<file path="src/rtl/pong_match_ctrl.sv">
// Match sequencer for a 2/4-player pong game: menu, timed serve, rally, point
// display, pause and game-over, with per-player saturating scores and win-by logic.
module pong_match_ctrl #(
  parameter int NUM_PLAYERS     = 2,
  parameter int SCORE_W         = 4,
  parameter int WIN_SCORE       = 7,
  parameter int WIN_BY          = 2,
  parameter int SERVE_DELAY_CYC = 25175000,
  parameter int POINT_DELAY_CYC = 12587500
) (
  input  logic                           clk_0,
  input  logic                           rst,
  input  logic                           start_trigger,
  input  logic                           pause_req,
  input  logic [1:0]                     mode_choice,
  input  logic                           hit_valid,
  input  logic [1:0]                     hit_player,
  input  logic                           miss_valid,
  input  logic [1:0]                     miss_player,
  output logic [2:0]                     state_out,
  output logic                           ball_enable,
  output logic                           ball_launch,
  output logic [1:0]                     serve_player,
  output logic                           sq_shown,
  output logic [NUM_PLAYERS*SCORE_W-1:0] scores,
  output logic [1:0]                     winner,
  output logic                           game_over,
  output logic                           game_startup
);

  typedef enum logic [2:0] {
    MENU   = 3'd0,
    SERVE  = 3'd1,
    PLAY   = 3'd2,
    POINT  = 3'd3,
    PAUSED = 3'd4,
    OVER   = 3'd5
  } state_t;

  localparam int TMR_MAX = (SERVE_DELAY_CYC > POINT_DELAY_CYC) ? SERVE_DELAY_CYC : POINT_DELAY_CYC;
  localparam int TMR_W   = $clog2(TMR_MAX + 1);
  localparam logic [TMR_W-1:0]   SERVE_LAST = TMR_W'(SERVE_DELAY_CYC - 1);
  localparam logic [TMR_W-1:0]   POINT_LAST = TMR_W'(POINT_DELAY_CYC - 1);
  localparam logic [SCORE_W-1:0] SCORE_MAX  = '1;

  state_t             state_q, state_d, saved_q;
  logic [TMR_W-1:0]   timer_q, timer_d;
  logic [SCORE_W-1:0] score_q [NUM_PLAYERS];
  logic               four_mode_q;
  logic [1:0]         last_hitter_q;
  logic               lh_valid_q;
  logic [1:0]         serve_q;
  logic [1:0]         winner_q;
  logic               win_pending_q;
  logic               launch_q;

  logic               miss_ok, hit_ok, award;
  logic [1:0]         scorer;
  logic [SCORE_W-1:0] cur_score, new_score;
  logic               lead_ok, win_d;
  int                 active_cnt;

  // Indices 2 and 3 only exist once the 4-player mode has been latched.
  assign miss_ok = miss_valid && (four_mode_q || !miss_player[1]);
  assign hit_ok  = hit_valid  && (four_mode_q || !hit_player[1]);
  assign award   = (state_q == PLAY) && miss_ok;

  always_comb begin
    active_cnt = four_mode_q ? 4 : 2;
    scorer     = miss_player ^ 2'd1;
    if (lh_valid_q && (last_hitter_q != miss_player))
      scorer = last_hitter_q;
    cur_score = '0;
    for (int i = 0; i < NUM_PLAYERS; i++)
      if (scorer == 2'(i)) cur_score = score_q[i];
    new_score = (cur_score == SCORE_MAX) ? cur_score : cur_score + SCORE_W'(1);
    lead_ok = 1'b1;
    for (int i = 0; i < NUM_PLAYERS; i++)
      if ((i < active_cnt) && (scorer != 2'(i)) &&
          (int'(new_score) < int'(score_q[i]) + WIN_BY))
        lead_ok = 1'b0;
    win_d = (new_score == SCORE_MAX) || ((int'(new_score) >= WIN_SCORE) && lead_ok);
  end

  always_comb begin
    // NOTE: defaults first, so every path assigns state_d/timer_d and no latch is inferred.
    state_d = state_q;
    timer_d = timer_q;
    unique case (state_q)
      MENU: begin
        if (start_trigger) begin
          state_d = SERVE;
          timer_d = '0;
        end
      end
      SERVE: begin
        // The count holds at its last value so a pause there still launches on resume.
        if (timer_q != SERVE_LAST) timer_d = timer_q + TMR_W'(1);
        if (pause_req)                  state_d = PAUSED;
        else if (timer_q == SERVE_LAST) state_d = PLAY;
      end
      PLAY: begin
        if (award) begin
          state_d = POINT;
          timer_d = '0;
        end else if (pause_req) begin
          state_d = PAUSED;
        end
      end
      POINT: begin
        if (timer_q == POINT_LAST) begin
          state_d = win_pending_q ? OVER : SERVE;
          timer_d = '0;
        end else begin
          timer_d = timer_q + TMR_W'(1);
        end
      end
      PAUSED: begin
        if (pause_req) state_d = saved_q;
      end
      OVER: begin
        if (start_trigger) state_d = MENU;
      end
      default: begin
        state_d = MENU;
        timer_d = '0;
      end
    endcase
  end

  always_ff @(posedge clk_0) begin
    // NOTE: non-blocking assignments so every register samples pre-edge values.
    if (rst) begin
      state_q  <= MENU;
      saved_q  <= SERVE;
      timer_q  <= '0;
      launch_q <= 1'b0;
    end else begin
      state_q  <= state_d;
      timer_q  <= timer_d;
      launch_q <= (state_q == SERVE) && (state_d == PLAY);
      if ((state_q == SERVE || state_q == PLAY) && state_d == PAUSED)
        saved_q <= state_q;
    end
  end

  always_ff @(posedge clk_0) begin
    if (rst) begin
      // NOTE: scores are a handful of flops, not a RAM, so they can and must be cleared here.
      for (int i = 0; i < NUM_PLAYERS; i++) score_q[i] <= '0;
      four_mode_q   <= 1'b0;
      last_hitter_q <= 2'd0;
      lh_valid_q    <= 1'b0;
      serve_q       <= 2'd0;
      winner_q      <= 2'd0;
      win_pending_q <= 1'b0;
    end else if (state_q == MENU && start_trigger) begin
      for (int i = 0; i < NUM_PLAYERS; i++) score_q[i] <= '0;
      four_mode_q   <= (NUM_PLAYERS == 4) && (mode_choice == 2'b10);
      lh_valid_q    <= 1'b0;
      serve_q       <= 2'd0;
      winner_q      <= 2'd0;
      win_pending_q <= 1'b0;
    end else if (award) begin
      for (int i = 0; i < NUM_PLAYERS; i++)
        if (scorer == 2'(i)) score_q[i] <= new_score;
      serve_q       <= miss_player;
      lh_valid_q    <= 1'b0;
      win_pending_q <= win_d;
      if (win_d) winner_q <= scorer;
    end else if (state_q == PLAY && hit_ok) begin
      last_hitter_q <= hit_player;
      lh_valid_q    <= 1'b1;
    end
  end

  always_comb begin
    scores = '0;
    for (int i = 0; i < NUM_PLAYERS; i++)
      scores[i*SCORE_W +: SCORE_W] = score_q[i];
  end

  assign state_out    = state_q;
  assign ball_enable  = (state_q == PLAY);
  assign ball_launch  = launch_q;
  assign serve_player = serve_q;
  assign sq_shown     = (state_q != POINT) && (state_q != MENU);
  assign winner       = winner_q;
  assign game_over    = (state_q == OVER);
  assign game_startup = (state_q == MENU);

endmodule

</file>
<file path="config.mk">
export PLATFORM = sky130hd
export DESIGN_NAME = pong_match_ctrl
export DESIGN_NICKNAME = d
export VERILOG_FILES = /design/src/rtl/pong_match_ctrl.sv
export SDC_FILE = /design/constraint.sdc
export NUM_CORES = 1
export LEC_CHECK = 0
export ABC_AREA = 1
export CORE_ASPECT_RATIO = 0.6
export CORE_MARGIN = 3
export CORE_UTILIZATION = 42
export CTS_CLUSTER_DIAMETER = 50
export DETAILED_ROUTE_END_ITERATION = 6
export HOLD_SLACK_MARGIN = 0.02
export PLACE_DENSITY = 0.63
export SETUP_SLACK_MARGIN = 0.3
export SYNTH_ARGS = -nofsm -noshare
export SYNTH_HDL_FRONTEND = slang
export SYNTH_SLANG_ARGS = --single-unit
</file>
<file path="constraint.sdc">
create_clock -name clk_0 -period 3.5 [get_ports clk_0]
set_clock_uncertainty 0.05 [all_clocks]
set_input_delay 0.35 -clock clk_0 [delete_from_list [all_inputs] [get_ports clk_0]]
set_output_delay 0.35 -clock clk_0 [all_outputs]
set_load 0.01 [all_outputs]
</file>
After elaboration in Yosys (flattened, before gate mapping) --
Memories as Yosys holds them, arrays and structs flattened. Index checks and enable logic that the tools add are counted.
Word-level totals: register bits 40, memory bits (writable) 8, memories kept 1
Memories:
- score_q | depth 2, bits a word 4, rd ports 2, clocked after memory_dff 0, wr ports 2, RTL line 48 | logic [SCORE_W-1:0] score_q [NUM_PLAYERS];
Cells by class: add/subtract/negate cells 4, magnitude comparators 3, eq/ne operators 19, muxes and demuxes 40, bitwise gates (word level) 8, reductions and logical operators 26
Operators by type and width (number):
- one-hot mux 25 bit (5 select lines) | 1
- two-way mux 25 bit | 4
- two-way mux 4 bit | 7
- two-way mux 3 bit | 9
- adder 25 x 1 -> 25 bit, second input constant | 1
- == test 25 x 24 -> 1 bit, second input constant | 1
- == test 25 bit, second input constant | 1
- != test 25 bit, second input constant | 1
- one-hot mux 3 bit (6 select lines) | 1
- two-way mux 1 bit | 17
- logical AND 1 bit | 12
- adder 4 x 2 -> 5 bit, second input constant | 2
- < comparator 4 x 5 -> 1 bit | 2
- == test 3 x 2 -> 1 bit, second input constant | 3
- == test 3 bit, second input constant | 3
- == test 4 bit, second input constant | 2
- adder 4 x 1 -> 4 bit, second input constant | 1
- >= comparator 4 x 3 -> 1 bit, second input constant | 1
- != test 2 x 1 -> 1 bit, second input constant | 2
- != test 2 bit, second input constant | 2
- inverter 1 bit | 4
- OR 1 bit | 4
- AND reduction 4 bit | 1
- OR reduction 2 bit | 2
- 14 further kinds | 16

Logic depth before layout (Yosys ltp) --
word-level depth 15, mapped depth 26, gate-level depth less buffers 26

Worst setup path after synthesis --
Ideal clock, no wire load.
kind in2reg, start point input port miss_player[1], end point register winner_q[0] (netlist: winner[0]), arrival time 2.434 ns, required time 3.335 ns, path slack 0.901 ns, cell stages on the path 23, cells stage by stage nand2_1 > nand3_1 > nand2_2 > nand2_4 > nand3_1 > nand2_4 > ha_1 > nand3_2 > clkinv_1 > nand2_1 > o21a_1 > inv_1 > ha_1 > nand2_1 > nand2_1 > nand2_1 > nand2_1 > nand2_1 > nand2_1 > nand2_1 > nand2_2 > a21oi_1 > nor2_1
Between the ends: cells in the longest elaborated chain, start to end 15, elaborated cells between the ends (all ways) 26
RTL lines:
- start, declared | RTL line 19 | input logic [1:0] miss_player,
- != test 2 bit | RTL line 71 | if (lh_valid_q && (last_hitter_q != miss_player))
- logical AND 1 bit | RTL line 71
- two-way mux 2 bit | RTL line 71
- logical NOT 2 bit | RTL line 75 | if (scorer == 2'(i)) cur_score = score_q[i];
- two-way mux 4 bit (2 in a row) | RTL line 75
- adder 4 x 1 -> 4 bit / == test 4 bit (equally long branches) | RTL line 76 | new_score = (cur_score == SCORE_MAX) ? cur_score : cur_score + SCORE_W'(1);
- two-way mux 4 bit | RTL line 76
- < comparator 4 x 5 -> 1 bit | RTL line 80 | (int'(new_score) < int'(score_q[i]) + WIN_BY))
- logical AND 1 bit | RTL line 79 | if ((i < active_cnt) && (scorer != 2'(i)) &&
- two-way mux 1 bit (2 in a row) | RTL line 79
- logical AND 1 bit | RTL line 82 | win_d = (new_score == SCORE_MAX) || ((int'(new_score) >= WIN_SCORE) && lead_ok);
- logical OR 1 bit | RTL line 82
- AND reduction 2 bit (no line)
- end signal, assigned | RTL line 170 | if (win_d) winner_q <= scorer;
- end, declared | RTL line 53 | logic [1:0] winner_q;
Several ways; a longest one is shown, not always the timed one. A chain may end at the register's enable or synchronous reset.

Worst setup path in the final report --
start point register lh_valid_q, end point register winner_q[0] (netlist: winner[0])
Between the ends: cells in the longest elaborated chain, start to end 14, elaborated cells between the ends (all ways) 22
RTL lines:
- start, declared | RTL line 51 | logic lh_valid_q;
- start signal, assigned | RTL line 153 | lh_valid_q <= 1'b0;
- start signal, assigned | RTL line 160 | lh_valid_q <= 1'b0;
- start signal, assigned | RTL line 168 | lh_valid_q <= 1'b0;
- logical AND 1 bit * | RTL line 71
- two-way mux 2 bit * | RTL line 71
- logical NOT 2 bit | RTL line 75
- two-way mux 4 bit (2 in a row) | RTL line 75
- adder 4 x 1 -> 4 bit / == test 4 bit (equally long branches) | RTL line 76
- two-way mux 4 bit | RTL line 76
- < comparator 4 x 5 -> 1 bit | RTL line 80
- logical AND 1 bit | RTL line 79
- two-way mux 1 bit (2 in a row) | RTL line 79
- logical AND 1 bit | RTL line 82
- logical OR 1 bit | RTL line 82
- AND reduction 2 bit (no line)
Mark *: on every way between the ends. The rest lies on a longest branch, timed or not.

==> impl_metrics.toml <==
[yosys]
synth_warnings = 0
synth-simple-area-share = 0.382
synth-edff-count = 8
avgSynthCellArea_um2 = 6.99
ys_seq_area_frac = 0.359
synth_compound_area_frac = 0.113
synth-xor-area-share = 0.0181
synth_fa_ha_area_frac = 0.0259
synth_top_family_by_area = "simple AND/OR/NAND/NOR gates"
synthCells = 415
synth_seq_cells = 48
netlist_area_mm2 = 0.00290
ys_types = 45
synthFlopType = "dfxtp_1"
synthMuxAreaShare = 0.00388
syn_nets = 433
async_flop_share = 0

[route]
vias = 2805
drc_errors = 0
wl_per_cell_um = 14.6
drt_first_pass_iters = 5
drt_wl_total_um = 7820
ant_nets = 0
post_drt_via_cell_ratio = 5.23
dr.first_iter.drc_count = 238

[setup_path]
critPathKind = "reg -> reg"
startpoint_type = "flip-flop"
cp-end-kind = "flip-flop"
critPathArrivalTime_ns = 3.02
critPathRequiredTime_ns = 3.64
cp_max_fo = 7

[timing]
grt_setup_unrepaired = "false"
worst_pin_slew_ns = 0.658
min_period_over_period = 0.823
hold_viol = 0
period_minus_slack_ns = 2.88
final_max_slew_viol_count = 0
relSlewSlack = 0.556
fin_setup_tns_ns = 0
finalSetupViolCount = 0
fmax_mhz = 347

[cts]
numCtsBuffers = 5
clkTransAtPathRegs_ns = 0.06
htreeDepth = 2
clk-insertion-delay-late_ns = 0.29
cts_setup_buffers = 0
clock_path_buffers = 2
cts_resized = 0
cts_tree = "built"
clock_sinks = 48
cts_hold_buf = 0
root_buffer = "clkbuf_16"

[cells_and_area]
drive_gt1_frac = 0.0929
stdcell_count = 536
final_cell_mix = "80 x nand2_1, 65 x inv_1, 52 x nor2_1, 40 x dfxtp_1, 28 x clkdlybuf4s50_1"
final_common_cell = "nand2_1"
multi_input_area_mm2 = 0.00158
antennaDiodeCount = 0
regArea_mm2 = 0.00104
final_nets = 469
areaGrowthSynthToFinish_pct = 19.2
fillCellCount = 630
post-route-util = 0.542
finalInstanceArea_mm2 = 0.00346

[power]
combinationalPowerShare = 0.148
clock_power_share = 0.388
leakage_nw = 1.30
power_frac_seq = 0.465
power.internal_uw = 931
total_power_mw = 1.26
peakVddDrop_v = 0.000190
p_sw_uw = 329
swShare = 0.261
p_per_area_mw_per_mm2 = 364

[grt]
grt_antenna_before_repair = 0
grtUsageTotal = 0.202
grt_max_degree = 21
grt_pass1_wl_um = 12800
grt_pass1_vias = 2467
grt-ovfl-total = 0

[floorplan]
dieArea_mm2 = 0.00797
rows = 22
die_x_um = 113
die_h_um = 70.4
initial_utilization = 0.454
coreArea_mm2 = 0.00639
ios = 32

[placed_design]
numPortBuffers = 29
dp_hpwl_um = 6140
place_inst = 528
place_area_mm2 = 0.00330
gp_congestion = 0.887

[outcome]
status = "complete, no violations"

[run]
cap_violations = 0

[min_path]
hold_class = "reg -> reg"
==> worst paths after layout <==
check	from	slack (ns)	cells past startpoint	endpoint
max	lh_valid_q	0.62	22	winner[0]
min	serve_player[1]	0.39	2	serve_player[1]
max reg2reg	lh_valid_q	0.62	22	winner[0]
min reg2reg	serve_player[1]	0.39	2	serve_player[1]
==> area by class of cell <==
type / count / share of cell area
inverter: 68 / 0.0738
clock buffer: 8 / 0.0423
sequential: 48 / 0.301
multi-input combinational: 294 / 0.457
tap: 84 / 0.0304
timing repair buffer: 34 / 0.0955
==> registers in the layout, summed over array words and instances, names as in the netlist <==
name	flops
last_hitter_q	2
winner	2
saved_q	3
timer_q	25
lh_valid_q	1
ball_launch	1
score_q	8
win_pending_q	1
state_out	3
serve_player	2
==> layer usage <==
layer / global-route usage / up-vias / wire length [um]
li1: - / 1446 / -
met1: 0.343 / 1259 / 4290
met2: 0.237 / 92 / 2790
met3: 0.0502 / 8 / 669
met4: 0.0493 / 0 / 78
met5: 0 / - / 0
==> power groups by stage <==
stage	registers [mW]	clock network [mW]	logic (mW)
4_1_cts	0.586	0.499	0.184
3_3_place_gp	0.597	0	0.180
5_1_grt	0.587	0.522	0.207
6_report	0.586	0.488	0.186
3_5_place_dp	0.598	0	0.183
2_1_floorplan	0.597	0	0.110
==> critical path: stages, from the launching register on <==
cell      delay, ns
dfxtp_1        0.44
nand2_1        0.11
o21ai_2        0.12
buf_4          0.20
nand4_1        0.11
nand2_2        0.12
ha_2           0.23
nand3_2        0.12
clkinv_1       0.08
nand2_1        0.05
o21a_1         0.11
inv_1          0.09
ha_1           0.24
nand2_1        0.07
nand2_1        0.04
nand2_1        0.05
nand2_1        0.04
nand2_1        0.09
nand2_1        0.06
nand2_1        0.07
nand2_2        0.08
a21oi_1        0.13
nor2_1         0.06
==> logic make-up (layout without fill, tap and decap cells) <==
group	Yosys count	after routing
multiplexers	1	1
buffers and inverters	73	110
XOR/XNOR	6	6
AND/OR/NAND/NOR	228	228
AO/OA/AOI/OAI	53	53
flip-flops	48	48
adder cells (fa/ha/maj)	6	6
==> Yosys cell counts, drive strengths merged, types with 8 or more instances <==
| master | number | area (um2) |
|---|---|---|
| nand4 | 13 | 103 |
| nor2 | 56 | 230 |
| nand3 | 29 | 160 |
| nand2 | 90 | 373 |
| nor3 | 27 | 150 |
| dfxtp | 40 | 801 |
| edfxtp | 8 | 240 |
| inv | 67 | 251 |
| a21oi | 21 | 105 |
| o21ai | 12 | 60.1 |
==> metrics by stage <==
step                setup slack, ns  hold slack, ns
finish                        0.621           0.388
global route                  0.312           0.403
CTS                           0.333           0.388
detailed placement           0.0445           0.379
global placement              0.109           0.381
floorplan                     0.901           0.374
No activity file was read; power rests on OpenSTA's default activity.
